==> src/rtl/fetch_queue.sv <==
// Instruction fetch queue between IF and the if2id register: decouples fetch
// from decode stalls, with optional same-cycle bypass and two flush flavours.
module fetch_queue #(
  parameter int DEPTH  = 4,
  parameter int ADDR_W = 32,
  parameter int DATA_W = 32,
  parameter int EXC_W  = 8,
  parameter int BYPASS = 1
) (
  input  logic                           clk,
  input  logic                           rst,
  input  logic                           flush_i,
  input  logic                           redirect_i,
  input  logic                           push_valid_i,
  output logic                           push_ready_o,
  input  logic [ADDR_W-1:0]              push_pc_i,
  input  logic [DATA_W-1:0]              push_instr_i,
  input  logic [EXC_W-1:0]               push_except_i,
  output logic                           pop_valid_o,
  input  logic                           pop_ready_i,
  output logic [ADDR_W-1:0]              pop_pc_o,
  output logic [DATA_W-1:0]              pop_instr_o,
  output logic [EXC_W-1:0]               pop_except_o,
  output logic [$clog2(DEPTH+1)-1:0]     count_o
);

  localparam int PTR_W = $clog2(DEPTH);
  localparam int CNT_W = $clog2(DEPTH + 1);
  localparam logic [CNT_W-1:0] DEPTH_CNT = CNT_W'(DEPTH);

  logic [ADDR_W-1:0] pc_mem     [DEPTH];
  logic [DATA_W-1:0] instr_mem  [DEPTH];
  logic [EXC_W-1:0]  except_mem [DEPTH];

  logic [PTR_W-1:0] rd_ptr, rd_ptr_nxt, wr_ptr, wr_ptr_nxt, rd_adv;
  logic [CNT_W-1:0] count, count_nxt;

  logic empty, full, kill;
  logic push_fire, pop_fire, bypass_fire, write_en, stored_pop;

  assign empty = (count == '0);
  assign full  = (count == DEPTH_CNT);
  assign kill  = flush_i | redirect_i;

  // rst gates the handshake so nothing is offered while the queue is held in reset
  assign push_ready_o = rst & ~full & ~kill;

  always_comb begin
    pop_valid_o = 1'b0;
    if (rst) begin
      if (!empty)
        pop_valid_o = 1'b1;
      else if (BYPASS != 0)
        pop_valid_o = push_valid_i & ~kill;
    end
  end

  assign push_fire   = push_valid_i & push_ready_o;
  assign pop_fire    = pop_valid_o & pop_ready_i;
  assign bypass_fire = (BYPASS != 0) & empty & pop_fire;
  assign write_en    = push_fire & ~bypass_fire;
  assign stored_pop  = pop_fire & ~empty;
  assign rd_adv      = rd_ptr + PTR_W'(stored_pop);

  // Bubbles present all-zero data: instr 0 decodes as a nop downstream.
  always_comb begin
    pop_pc_o     = '0;
    pop_instr_o  = '0;
    pop_except_o = '0;
    if (pop_valid_o) begin
      if (empty) begin
        pop_pc_o     = push_pc_i;
        pop_instr_o  = push_instr_i;
        pop_except_o = push_except_i;
      end else begin
        pop_pc_o     = pc_mem[rd_ptr];
        pop_instr_o  = instr_mem[rd_ptr];
        pop_except_o = except_mem[rd_ptr];
      end
    end
  end

  always_comb begin
    rd_ptr_nxt = rd_ptr;
    wr_ptr_nxt = wr_ptr;
    count_nxt  = count;
    if (flush_i) begin
      count_nxt  = '0;
      rd_ptr_nxt = wr_ptr;
    end else if (redirect_i) begin
      // Keep only the new head (delay slot), if one survives this cycle's pop.
      rd_ptr_nxt = rd_adv;
      if (count > CNT_W'(stored_pop)) begin
        count_nxt  = CNT_W'(1);
        wr_ptr_nxt = rd_adv + PTR_W'(1);
      end else begin
        count_nxt = '0;
      end
    end else begin
      rd_ptr_nxt = rd_adv;
      if (write_en)
        wr_ptr_nxt = wr_ptr + PTR_W'(1);
      count_nxt = count + CNT_W'(write_en) - CNT_W'(stored_pop);
    end
  end

  always_ff @(posedge clk or negedge rst) begin
    if (!rst) begin
      rd_ptr <= '0;
      wr_ptr <= '0;
      count  <= '0;
    end else begin
      rd_ptr <= rd_ptr_nxt;
      wr_ptr <= wr_ptr_nxt;
      count  <= count_nxt;
    end
  end

  always_ff @(posedge clk) begin
    if (write_en) begin
      pc_mem[wr_ptr]     <= push_pc_i;
      instr_mem[wr_ptr]  <= push_instr_i;
      except_mem[wr_ptr] <= push_except_i;
    end
  end

  assign count_o = count;

endmodule

==> config.mk <==
export PLATFORM = sky130hd
export DESIGN_NAME = fetch_queue
export DESIGN_NICKNAME = d
export VERILOG_FILES = /design/src/rtl/fetch_queue.sv
export SDC_FILE = /design/constraint.sdc
export NUM_CORES = 1
export LEC_CHECK = 0
export CAP_MARGIN = 30
export CORE_ASPECT_RATIO = 0.6
export CORE_MARGIN = 4
export CORE_UTILIZATION = 59
export DETAILED_ROUTE_END_ITERATION = 6
export GPL_ROUTABILITY_DRIVEN = 1
export PLACE_DENSITY = 0.91
export REMOVE_ABC_BUFFERS = 1
export SYNTH_ARGS = -nofsm -noshare
export SYNTH_HDL_FRONTEND = slang
export SYNTH_SLANG_ARGS = --single-unit
==> constraint.sdc <==
create_clock -name clk -period 19.5 [get_ports clk]
set_input_delay 5.85 -clock clk [delete_from_list [all_inputs] [get_ports clk]]
set_output_delay 5.85 -clock clk [all_outputs]
set_load 0.005 [all_outputs]
### After elaboration in Yosys (flattened, before gate mapping)

Memories as Yosys holds them, arrays and structs flattened.
Index checks and enable logic that the tools add are counted.

| word-level totals | value |
|---|---|
| bits in latches | 0 |
| input bits | 78 |
| bits in writable memories | 288 |
| memory bits (read-only) | 0 |
| output and inout port bits | 77 |
| word-level logic and storage cells | 48 |
| memories kept | 3 |
| flip-flop bits (word level) | 7 |

Memory list:

| memory | depth | bits a word | read ports | clocked after memory_dff | write ports | line | text |
|---|---|---|---|---|---|---|---|
| instr_mem | 4 | 32 | 1 | 0 | 1 | 32 | `logic [DATA_W-1:0] instr_mem [DEPTH];` |
| pc_mem | 4 | 32 | 1 | 0 | 1 | 31 | `logic [ADDR_W-1:0] pc_mem [DEPTH];` |
| except_mem | 4 | 8 | 1 | 0 | 1 | 33 | `logic [EXC_W-1:0] except_mem [DEPTH];` |

| operators by class | value |
|---|---|
| $mul | 0 |
| reductions and logical operators | 3 |
| equality and inequality tests | 2 |
| mux-type cells | 17 |
| bitwise logic cells | 14 |
| $lt $le $gt $ge | 1 |
| div/mod/pow operators | 0 |
| add/subtract/negate cells | 5 |
| shift operators | 0 |

Operators by type and width:

| kind | number |
|---|---|
| $mux W32 | 4 |
| $mux W8 | 2 |
| $and A1 B1 Y1 | 8 |
| $mux W2 | 4 |
| $mux W3 | 2 |
| $mux W1 | 5 |
| $not A1 Y1 | 5 |
| $add A2 B1 Y2 const B | 2 |
| $add A3 B1 Y3 | 1 |
| $eq A3 B3 Y1 const B | 1 |
| $gt A3 B1 Y1 | 1 |
| $logic_not A3 Y1 | 1 |
| $reduce_and A3 Y1 | 1 |
| $sub A3 B1 Y3 | 1 |
| $add A2 B1 Y2 | 1 |
| $ne A2 B1 Y1 const B | 1 |
| $reduce_bool A2 Y1 | 1 |
| $or A1 B1 Y1 | 1 |

### Logic depth before layout (Yosys ltp)

| depth | value |
|---|---|
| depth after elaboration | 13 |
| gate-level depth with buffers | 11 |
| mapped depth without buffers | 10 |

### Worst setup path before layout

No wires, ideal clock.

| path | value |
|---|---|
| kind | input to register |
| start point | in flush_i |
| end point | mem except_mem[2][0] (enable) |
| arrival time | 12.101 ns |
| path buffers | 1 |
| library setup time | 0.606 ns |
| required time | 18.894 ns |
| slack | 6.794 ns |
| cell stages on the path | 5 |
| path through | buf_6 > or3b_4 > a2111oi_4 > inv_1 > nor3b_1 |

| on the way | value |
|---|---|
| cells in the longest elaborated chain, start to end | 11 |
| elaborated cells between the ends (all ways) | 13 |
| those cells by class | 4 x mux; 9 x bitwise |

Ends and longest elaborated chain:

| item | line | text |
|---|---|---|
| from (decl) | 12 | `input logic flush_i,` |
| $or A1 B1 Y1 * | 43 | `assign kill = flush_i \| redirect_i;` |
| $not A1 Y1 * | 46, 54 |  |
| $and A1 B1 Y1 | 54 | `pop_valid_o = push_valid_i & ~kill;` |
| $mux W1 | 51 | `if (!empty)` |
| $mux W1 | 50 | `if (rst) begin` |
| $and A1 B1 Y1 | 59 | `assign pop_fire = pop_valid_o & pop_ready_i;` |
| $and A1 B1 Y1 | 60 | `assign bypass_fire = (BYPASS != 0) & empty & pop_fire;` |
| $not A1 Y1 | 61 | `assign write_en = push_fire & ~bypass_fire;` |
| $and A1 B1 Y1 * | 61 |  |
| $mux W1 * | 120 | `if (write_en) begin` |
| $mux W1 (not written as such) * | 123 | `except_mem[wr_ptr] <= push_except_i;` |
| to (decl) | 33 |  |

Every way passes the cells marked *; elsewhere a longest branch is shown, timed or not.

### Worst setup path after layout

| path | value |
|---|---|
| start point | in redirect_i |
| end point | out pop_instr_o[18] |

| on the way | value |
|---|---|
| cells in the longest elaborated chain, start to end | 6 |

Ends and longest elaborated chain:

| item | line | text |
|---|---|---|
| from (decl) | 13 | `input logic redirect_i,` |
| $or A1 B1 Y1 | 43 |  |
| $not A1 Y1 | 54 |  |
| $and A1 B1 Y1 | 54 |  |
| $mux W1 | 51 |  |
| $mux W1 | 50 |  |
| $mux W32 | 70 | `if (pop_valid_o) begin` |
| to (decl) | 22 | `output logic [DATA_W-1:0] pop_instr_o,` |

No other way between the ends.

==> out/results.txt <==
WS Path Type = input port to output pin
Worst-Margin Slew = 0.9126 ns
Final Hold Fails = 0
Number of clock sinks = 295
Fin crit share = 73.72%
Clock transition at path regs = 0.07 ns
Post-synthesis sequential area ratio = 74.19%
Total track usage = 23.28%
Die ar. = 22,570 um2
FF-to-FF path depth = 7
Rows = 39
Pleak = 4.781 nW
Setup TNS = 0 ns
CP max stage delay = 0.72 ns
Synth warn = 0
DR iter-0 viols = 797
Post-detail-place hpwl = 15,450 um
Ratio of cells with drive above 1 in the final layout = 16.25%
Routed Antenna Nets = 0
Final worst slack = 5.124 ns
Slew Limit Fails = 0
CP required = 13.65 ns
DP Worst Slack = 5.174 ns
Worst Setup EP = pop_instr_o[18]
Vias in the first global route = 7,019
Post-layout min period = 14.38 ns
Cell Pwr Density = 104.0 nW/um2
Highest-count cells in the layout ignoring fill and taps = 288 x edfxtp_1, 154 x clkdlybuf4s50_1, 146 x nand2_1
Slew HR = 39.16%
GP Congestion = 0.7489
Crit. End Element = output pin
Mapped Avg Cell Area = 17.70 um2
Initial antenna violation count = 0
Total Power = 0.001523 W
Hold_sp = wr_ptr[0]
ANT cells = 0
Nets@finish = 907
Commonest non-fill, non-tap cell in the layout = edfxtp_1
Synth unique cells = 34
Vias = 6,738
Critical Path Start Type = input port
CP cell instances = clkdlybuf4s50_1, nor3_1, o21ai_4, buf_4, a21oi_1, clkdlybuf4s50_1
First-pass GRT wire length = 40,910 um
CTS buffer count = 26
FMAX = 69.56 MHz
CTS tree = yes
# fillers = 1,150
Clock tree buffer depth = 3
Reg2reg start = count_o[1]
Synth Register Bits = 295
R2R Setup Slk = 16.40 ns
Clk root buf = clkbuf_16
VDD IR max = 109.5 uV
Post-Route WL = 26,130 um
Worst Setup SP = redirect_i
RSZ-0062 raised after global routing = false
Outcome = complete, no violations
Crit path arrival time = 8.53 ns
Synth Instances = 672
Post-Syn Area = 11,890 um2
Total iterations of the first detailed-routing run = 5
Latest clock arrival within the worst-skew pair = 0.51 ns
Drc violations = 0
Routed len/inst = 23.57 um
Htree depth = 1
Max FO, Critical Path = 50
Post-cts repair resize count = 0
Die Span X = 191.3 um
Starting Density = 61.24%
Worst hold path type = flop to flop
Final setup violating endpoints = 0
Port bufs = 154
Io pins = 155
Layout area overhead = 23.06%
Crit path top cell by count = clkdlybuf4s50_1
Max Cap Viol = 0
Hold_buf cts = 0
Routed vias/inst = 6.076
Skew final = 0.01012 ns
Gr ovfl total = 0
Slowest cell on the critical path = clkdlybuf4s50_1
Vert. Die Dim = 118.0 um
Largest net degree at the start of global routing = 76
Core Area = 19,420 um2
R2r endpoint = pc_mem[2][11]
Setup repair bufs after CTS = 0
[area by class of cell]
cell class / count / area [um2] / area share (%)
sequential: 295 / 8831 / 60.34
multi-input combinational: 328 / 2893 / 19.77
timing repair buffer: 166 / 1709 / 11.68
clock buffer: 32 / 694.4 / 4.745
tap: 266 / 332.8 / 2.274
clock inverter: 14 / 145.1 / 0.9917
inverter: 8 / 30.03 / 0.2052
[worst min path at each step]
stage | to | slack [ns] | cells past startpoint
6_report | wr_ptr[0] | 0.67 | 1
5_1_grt | wr_ptr[0] | 0.68 | 1
4_1_cts | wr_ptr[0] | 0.66 | 1
3_5_place_dp | wr_ptr[0] | 0.65 | 1
3_3_place_gp | wr_ptr[0] | 0.63 | 1
2_1_floorplan | rd_ptr[1] | 0.53 | 2
[sequential cells by signal, indices dropped and copies added (netlist names)]
register / flops
except_mem: 32
rd_ptr: 2
instr_mem: 128
count_o: 3
pc_mem: 128
wr_ptr: 2
[worst max-delay path: cells and delay by family]
kind | cells | cell delay (ns)
simple gates | 1 | 0.15
buf+inv | 3 | 1.77
compound gates | 2 | 0.69
[stage by stage]
stage                     area [um2]  util, %  hold slack (ns)  cells
final                          14640    75.36           0.6718   1109
after global routing           14640    75.36           0.6792   1109
after CTS                      14640    75.36           0.6628   1109
after detailed placement       13800    71.03           0.6519   1063
after global placement         13680    70.44           0.6265   1058
after floorplan                11710        -           0.5350    631
[cell families (layout without fill, tap and decap cells)]
logic type | after synthesis | count (layout) | share of synthesized area (%)
flip-flops | 295 | 295 | 74.19
XOR/XNOR | 4 | 4 | 0.2946
AND/OR/NAND/NOR | 165 | 165 | 5.681
buffers and inverters | 49 | 220 | 1.799
multiplexers | 73 | 73 | 13.73
AO/OA/AOI/OAI | 82 | 82 | 3.819
adder cells (fa/ha/maj) | 4 | 4 | 0.4840
[cells in the mapped netlist]
library cell / n / area share, %
o21ai_0: 1 / 0.042
dfrtp_1: 7 / 1.5
and3_1: 4 / 0.21
inv_1: 8 / 0.25
nor3_1: 5 / 0.21
mux2_2: 1 / 0.095
clkbuf_1: 17 / 0.54
nand2_1: 146 / 4.6
and2_4: 1 / 0.074
nor2b_1: 1 / 0.053
buf_6: 1 / 0.095
nor3_2: 1 / 0.084
o21ai_2: 1 / 0.074
fa_1: 1 / 0.17
mux4_2: 72 / 14
o22ai_1: 1 / 0.053
a31oi_1: 1 / 0.053
xnor2_1: 1 / 0.074
buf_2: 18 / 0.76
or3_1: 1 / 0.053
nor3b_1: 2 / 0.13
a2bb2oi_1: 1 / 0.074
nor2_1: 2 / 0.063
o21a_1: 2 / 0.13
edfxtp_1: 288 / 73
buf_1: 5 / 0.16
ha_1: 3 / 0.32
a21oi_1: 72 / 3.0
a21o_1: 1 / 0.063
nor4_2: 1 / 0.11
or3b_4: 1 / 0.095
a2111oi_4: 1 / 0.23
xor2_1: 3 / 0.22
a221oi_1: 1 / 0.074
[routing by layer]
layer	global-route usage, %	routed length [um]	vias to the layer above
met5	0	0	-
met4	3.408	355	0
met3	4.238	2242	34
met2	38.38	12970	339
met1	34.01	10570	3446
li1	-	-	2919
[power by group]
| group | switching [W] | internal [W] |
|---|---|---|
| combinational | 0.000121 | 0.000156 |
| clock | 0.000212 | 0.000292 |
| sequential | 0.0000333 | 0.000708 |
Note: power is estimated with default switching activity, not from simulation.
